## config.mk

```make
export PLATFORM = sky130hd
export DESIGN_NAME = sr_iter
export DESIGN_NICKNAME = d
export VERILOG_FILES = /design/src/rtl/sr_iter.sv
export SDC_FILE = /design/constraint.sdc
export NUM_CORES = 1
export LEC_CHECK = 0
export CAP_MARGIN = 20
export CORE_MARGIN = 2
export CORE_UTILIZATION = 52
export DETAILED_ROUTE_END_ITERATION = 12
export HOLD_SLACK_MARGIN = 0.05
export PLACE_DENSITY_LB_ADDON = 0.08
export SLEW_MARGIN = 0
export SYNTH_ARGS = -nofsm -noshare
export SYNTH_HDL_FRONTEND = slang
export SYNTH_SLANG_ARGS = --single-unit
```

## constraint.sdc

```tcl
create_clock -name CLK -period 4.44 [get_ports CLK]
set_input_delay 1.332 -clock CLK [delete_from_list [all_inputs] [get_ports CLK]]
set_output_delay 1.332 -clock CLK [all_outputs]
set_load 0.02 [all_outputs]
```

## src/rtl/sr_iter.sv

```systemverilog
// ---------------------------------------------------------------------------
// sr_iter -- multicycle right shifter (srl / sra), one bit per clock.
//
// The controller pulses START while the block is not busy. The operand, the
// shift amount and the mode are captured on that edge. The shifter then moves
// one bit per cycle until the count reaches zero. The result is transferred to
// Y, and DONE pulses for exactly one cycle. A START seen in the DONE cycle is
// accepted as a back-to-back launch. A START seen while BUSY is ignored.
//
// Ports:
//   CLK    in   1    rising-edge clock
//   RST_N  in   1    asynchronous active-low reset
//   START  in   1    launch request, honoured only when BUSY is low
//   A      in   n    operand, captured on an accepted START
//   SHAMT  in   SW   shift amount 0..n-1, captured on an accepted START
//   ARITH  in   1    1 = sign fill, 0 = zero fill, captured on an accepted START
//   ROT    in   1    (SR_ITER_ROTATE_EN only) 1 = rotate right, overrides ARITH
//   Y      out  n    result register, updated only on the DONE transfer
//   BUSY   out  1    high while shifting
//   DONE   out  1    one-cycle pulse: Y is valid
//
// Optional feature macro: SR_ITER_ROTATE_EN adds the ROT port and rotate mode.
// ---------------------------------------------------------------------------
module sr_iter #(
    parameter  int n  = 32,
    localparam int SW = $clog2(n)
) (
    input  logic          CLK,
    input  logic          RST_N,
    input  logic          START,
    input  logic [n-1:0]  A,
    input  logic [SW-1:0] SHAMT,
    input  logic          ARITH,
`ifdef SR_ITER_ROTATE_EN
    input  logic          ROT,
`endif
    output logic [n-1:0]  Y,
    output logic          BUSY,
    output logic          DONE
);

    // The encoding makes bit 0 equal to BUSY and bit 1 equal to DONE. The
    // status outputs are therefore taken directly from the state register.
    localparam logic [1:0] IDLE  = 2'b00;
    localparam logic [1:0] SHIFT = 2'b01;
    localparam logic [1:0] FIN   = 2'b10;

    logic [1:0]    r_state;
    logic [n-1:0]  r_sr;
    logic [SW-1:0] r_cnt;
    logic          r_arith;
    logic          r_rot;
    logic [n-1:0]  r_y;

    logic [1:0]    w_state_nxt;
    logic [n-1:0]  w_sr_nxt;
    logic [SW-1:0] w_cnt_nxt;
    logic          w_arith_nxt;
    logic          w_rot_nxt;
    logic [n-1:0]  w_y_nxt;
    logic          w_rot_in;

    // Selects the bit that enters at the MSB on each step.
    // Rotate takes priority over arithmetic fill.
    function automatic logic fill_bit(input logic [n-1:0] sr,
                                      input logic         arith,
                                      input logic         rot);
        logic f;
        if (rot) begin
            f = sr[0];
        end else if (arith) begin
            f = sr[n-1];
        end else begin
            f = 1'b0;
        end
        return f;
    endfunction

`ifdef SR_ITER_ROTATE_EN
    assign w_rot_in = ROT;
`else
    assign w_rot_in = 1'b0;
`endif

    // Next-state and datapath update for the IDLE / SHIFT / FIN sequence.
    always_comb begin
        w_state_nxt = r_state;
        w_sr_nxt    = r_sr;
        w_cnt_nxt   = r_cnt;
        w_arith_nxt = r_arith;
        w_rot_nxt   = r_rot;
        w_y_nxt     = r_y;
        case (r_state)
            IDLE, FIN: begin
                // A launch is accepted from IDLE and also from FIN. Accepting
                // from FIN supports back-to-back operation.
                if (START) begin
                    w_sr_nxt    = A;
                    w_cnt_nxt   = SHAMT;
                    w_arith_nxt = ARITH;
                    w_rot_nxt   = w_rot_in;
                    w_state_nxt = SHIFT;
                end else begin
                    w_state_nxt = IDLE;
                end
            end
            SHIFT: begin
                if (r_cnt != {SW{1'b0}}) begin
                    w_sr_nxt  = {fill_bit(r_sr, r_arith, r_rot), r_sr[n-1:1]};
                    w_cnt_nxt = r_cnt - {{(SW-1){1'b0}}, 1'b1};
                end else begin
                    w_y_nxt     = r_sr;
                    w_state_nxt = FIN;
                end
            end
            default: begin
                w_state_nxt = IDLE;
            end
        endcase
    end

    // State, operand and result registers. Reset clears all of them at once,
    // which aborts any shift in flight without a DONE pulse.
    always_ff @(posedge CLK or negedge RST_N) begin
        if (!RST_N) begin
            r_state <= IDLE;
            r_sr    <= {n{1'b0}};
            r_cnt   <= {SW{1'b0}};
            r_arith <= 1'b0;
            r_rot   <= 1'b0;
            r_y     <= {n{1'b0}};
        end else begin
            r_state <= w_state_nxt;
            r_sr    <= w_sr_nxt;
            r_cnt   <= w_cnt_nxt;
            r_arith <= w_arith_nxt;
            r_rot   <= w_rot_nxt;
            r_y     <= w_y_nxt;
        end
    end

    assign Y    = r_y;
    assign BUSY = r_state[0];
    assign DONE = r_state[1];

endmodule

```

==> reports/metrics.cfg <==
[outcome]
status = completed

[route]
wl_per_cell_um = 16.0
drt_first_pass_iters = 5
vias = 1957
drtAntennaViolNets = 0
vias_per_cell = 5.26
wirelength_um = 5960
drcViolationCount = 0
drt_iter0_markers = 60

[power_and_ir_drop]
powerDensity_nw_per_um2 = 784
power_mw = 3.34
ir_drop_v = 0.000545
p_leak_nw = 1.90

[finish]
num-fill-cells = 441
nets = 336
fin_util = 0.707
n_antenna_cell = 0
drive_above_1_share = 0.384
area_delta_synth_final_pct = 29.3

[yosys]
ys.flop_type = dfrtp_1
netlist_top_cells_count = 72 x dfrtp_1, 66 x mux2_2, 27 x mux2_4
synth_top_area_frac = 0.547
synth_edf_count = 0
yosysMostFrequentCell = dfrtp_1
synthArstFlopShare = 1.00
synth_cell_types = 30
ys_ff_latch = 72
netlist_instances = 218
seq_area_frac_synth = 0.547
synth_area_per_cell_um2 = 15.1
synth_largest_area_cell = dfrtp_1
syn_nets = 260
syn_area_um2 = 3290
synthTopCellsByArea = dfrtp_1 55%, mux2_2 23%, mux2_4 12%
yosysWarnings = 0

[floorplan]
core_um2 = 6030
die_area_um2 = 6990
initial_core_util = 0.547
die_w_um = 83.6
row_count = 28
die_h_um = 83.6
ios = 75

[clocking]
hold_buffers = 0
path_clk_slew_ps = 70
cts_buffers = 9
post_cts_buffers = 0
cts_tree = built
cts_root_buffer = clkbuf_8
cts.sinks = 72
clk_latency_ps = 330
htree_levels = 3
ctsResizeCount = 0
clock_path_buffers = 2

[critical_path]
crit_family = buffers and inverters
crit_path_max_incr_delay_ps = 470
required_ps = 4650
worst_path_max_delay_cell = clkdlybuf4s50_1
cp_max_fo = 34
arrival_ps = 3040
critPathLaunchType = input pin
setup.worst_path.class = input pin to register
path_buf_inv = 3
crit_path_end_kind = register
path_cells = clkdlybuf4s50_1, nor2b_1, a21oi_4, inv_2, buf_12, mux2_2

[timing]
worstMarginPinSlew_ps = 891
hold_viol_final = 0
finalSetupViolations = 0
slew_headroom = 0.406
clock-skew-final_ps = 7.95
grt_setup_unrepaired = no
hold_ws_ps = 489
max_freq_ghz = 0.355
worst_slack_ps = 1620
period_share = 0.635
fin_setup_tns_ps = 0
drv_slew = 0
period_needed_ps = 2820

[worst_hold_path]
hp-class = register to register

[grt]
grt_max_degree = 73
grt_overflow = 0
grt_usage = 0.182
grt_pass1_vias = 2079
antenna_found_initial = 0
grt_pass1_wl_um = 10100

[placed_design]
hpwl_um = 3850
post-place-ws_ps = 1300
place_congestion = 0.758
numPortBuffers = 74

[job]
drv_cap = 0

## cells in the final DEF, fill, tap and decap left out, types with 2 or more instances in the layout
master           synthesis  layout
nor2_1                   2       2
clkbuf_1                 3       2
clkbuf_8                 0      12
mux2_2                  66      66
o21ai_0                  4       4
dfrtp_1                 72      72
buf_4                    0       2
mux2i_1                  3       3
mux2_4                  27      27
o22ai_1                  3       3
inv_1                    5       5
a211oi_1                 2       2
nand2_1                  5       5
nor2b_1                  2       2
clkdlybuf4s50_1          0      73
## power breakdown
part / internal, mW / leakage, nW / switching, mW
Sequential: 0.986 / 0.876 / 0.223
Clock: 0.243 / 0.0886 / 0.216
Combinational: 1.02 / 0.933 / 0.652
## cell type report
class | instances | area (um^2) | area share
inverters | 6 | 22.5 | 0.00529
well taps | 75 | 93.8 | 0.0220
flip-flops and latches | 72 | 1800 | 0.423
clock buffers | 14 | 173 | 0.0405
repair buffers | 76 | 766 | 0.180
multi-input cells | 129 | 1400 | 0.330
## cells by family (layout without fill, tap and decap cells)
group           Yosys count  count (layout)  synth area share
buf+inv                  17              96            0.0277
compound gates           14              14            0.0308
simple gates             18              18            0.0330
flops                    72              72             0.547
fa+ha+maj                 1               1           0.00380
mux                      96              96             0.358
## metal layers
layer | track usage | up-vias | part of all wire
li1 | - | 931 | -
met1 | 0.240 | 968 | 0.46
met2 | 0.289 | 50 | 0.47
met3 | 0.0643 | 8 | 0.056
met4 | 0.0440 | 0 | 0.011
met5 | 0 | - | 0
## flip-flops by register name (all words and copies together), names as in the netlist
register	flops
Y	32
r_state	2
r_cnt	5
r_sr	32
r_arith	1
## metrics by stage
stage	instance area, um^2	cells
after detailed placement	4090	358
after global routing	4260	372
after global placement	4090	358
after floorplan	3290	218
after CTS	4260	372
final	4260	372
## worst paths after layout
check | startpoint | to | slack (ps) | cells past startpoint
min in group asynchronous | RST_N | r_cnt[2] | 1110 | 1
hold / removal | r_arith | r_arith | 490 | 2
hold reg to reg | r_arith | r_arith | 490 | 2
setup reg to reg | r_cnt[0] | r_sr[22] | 2300 | 7
setup / recovery | START | r_sr[3] | 1620 | 6
max in group asynchronous | RST_N | r_sr[11] | 2760 | 1
## worst min-delay path, stage by stage (launching register included)
cell     delay, ps
dfrtp_1        350
nand2_1         50
nand2_1         60
Power figures use the tool's default switching activity.
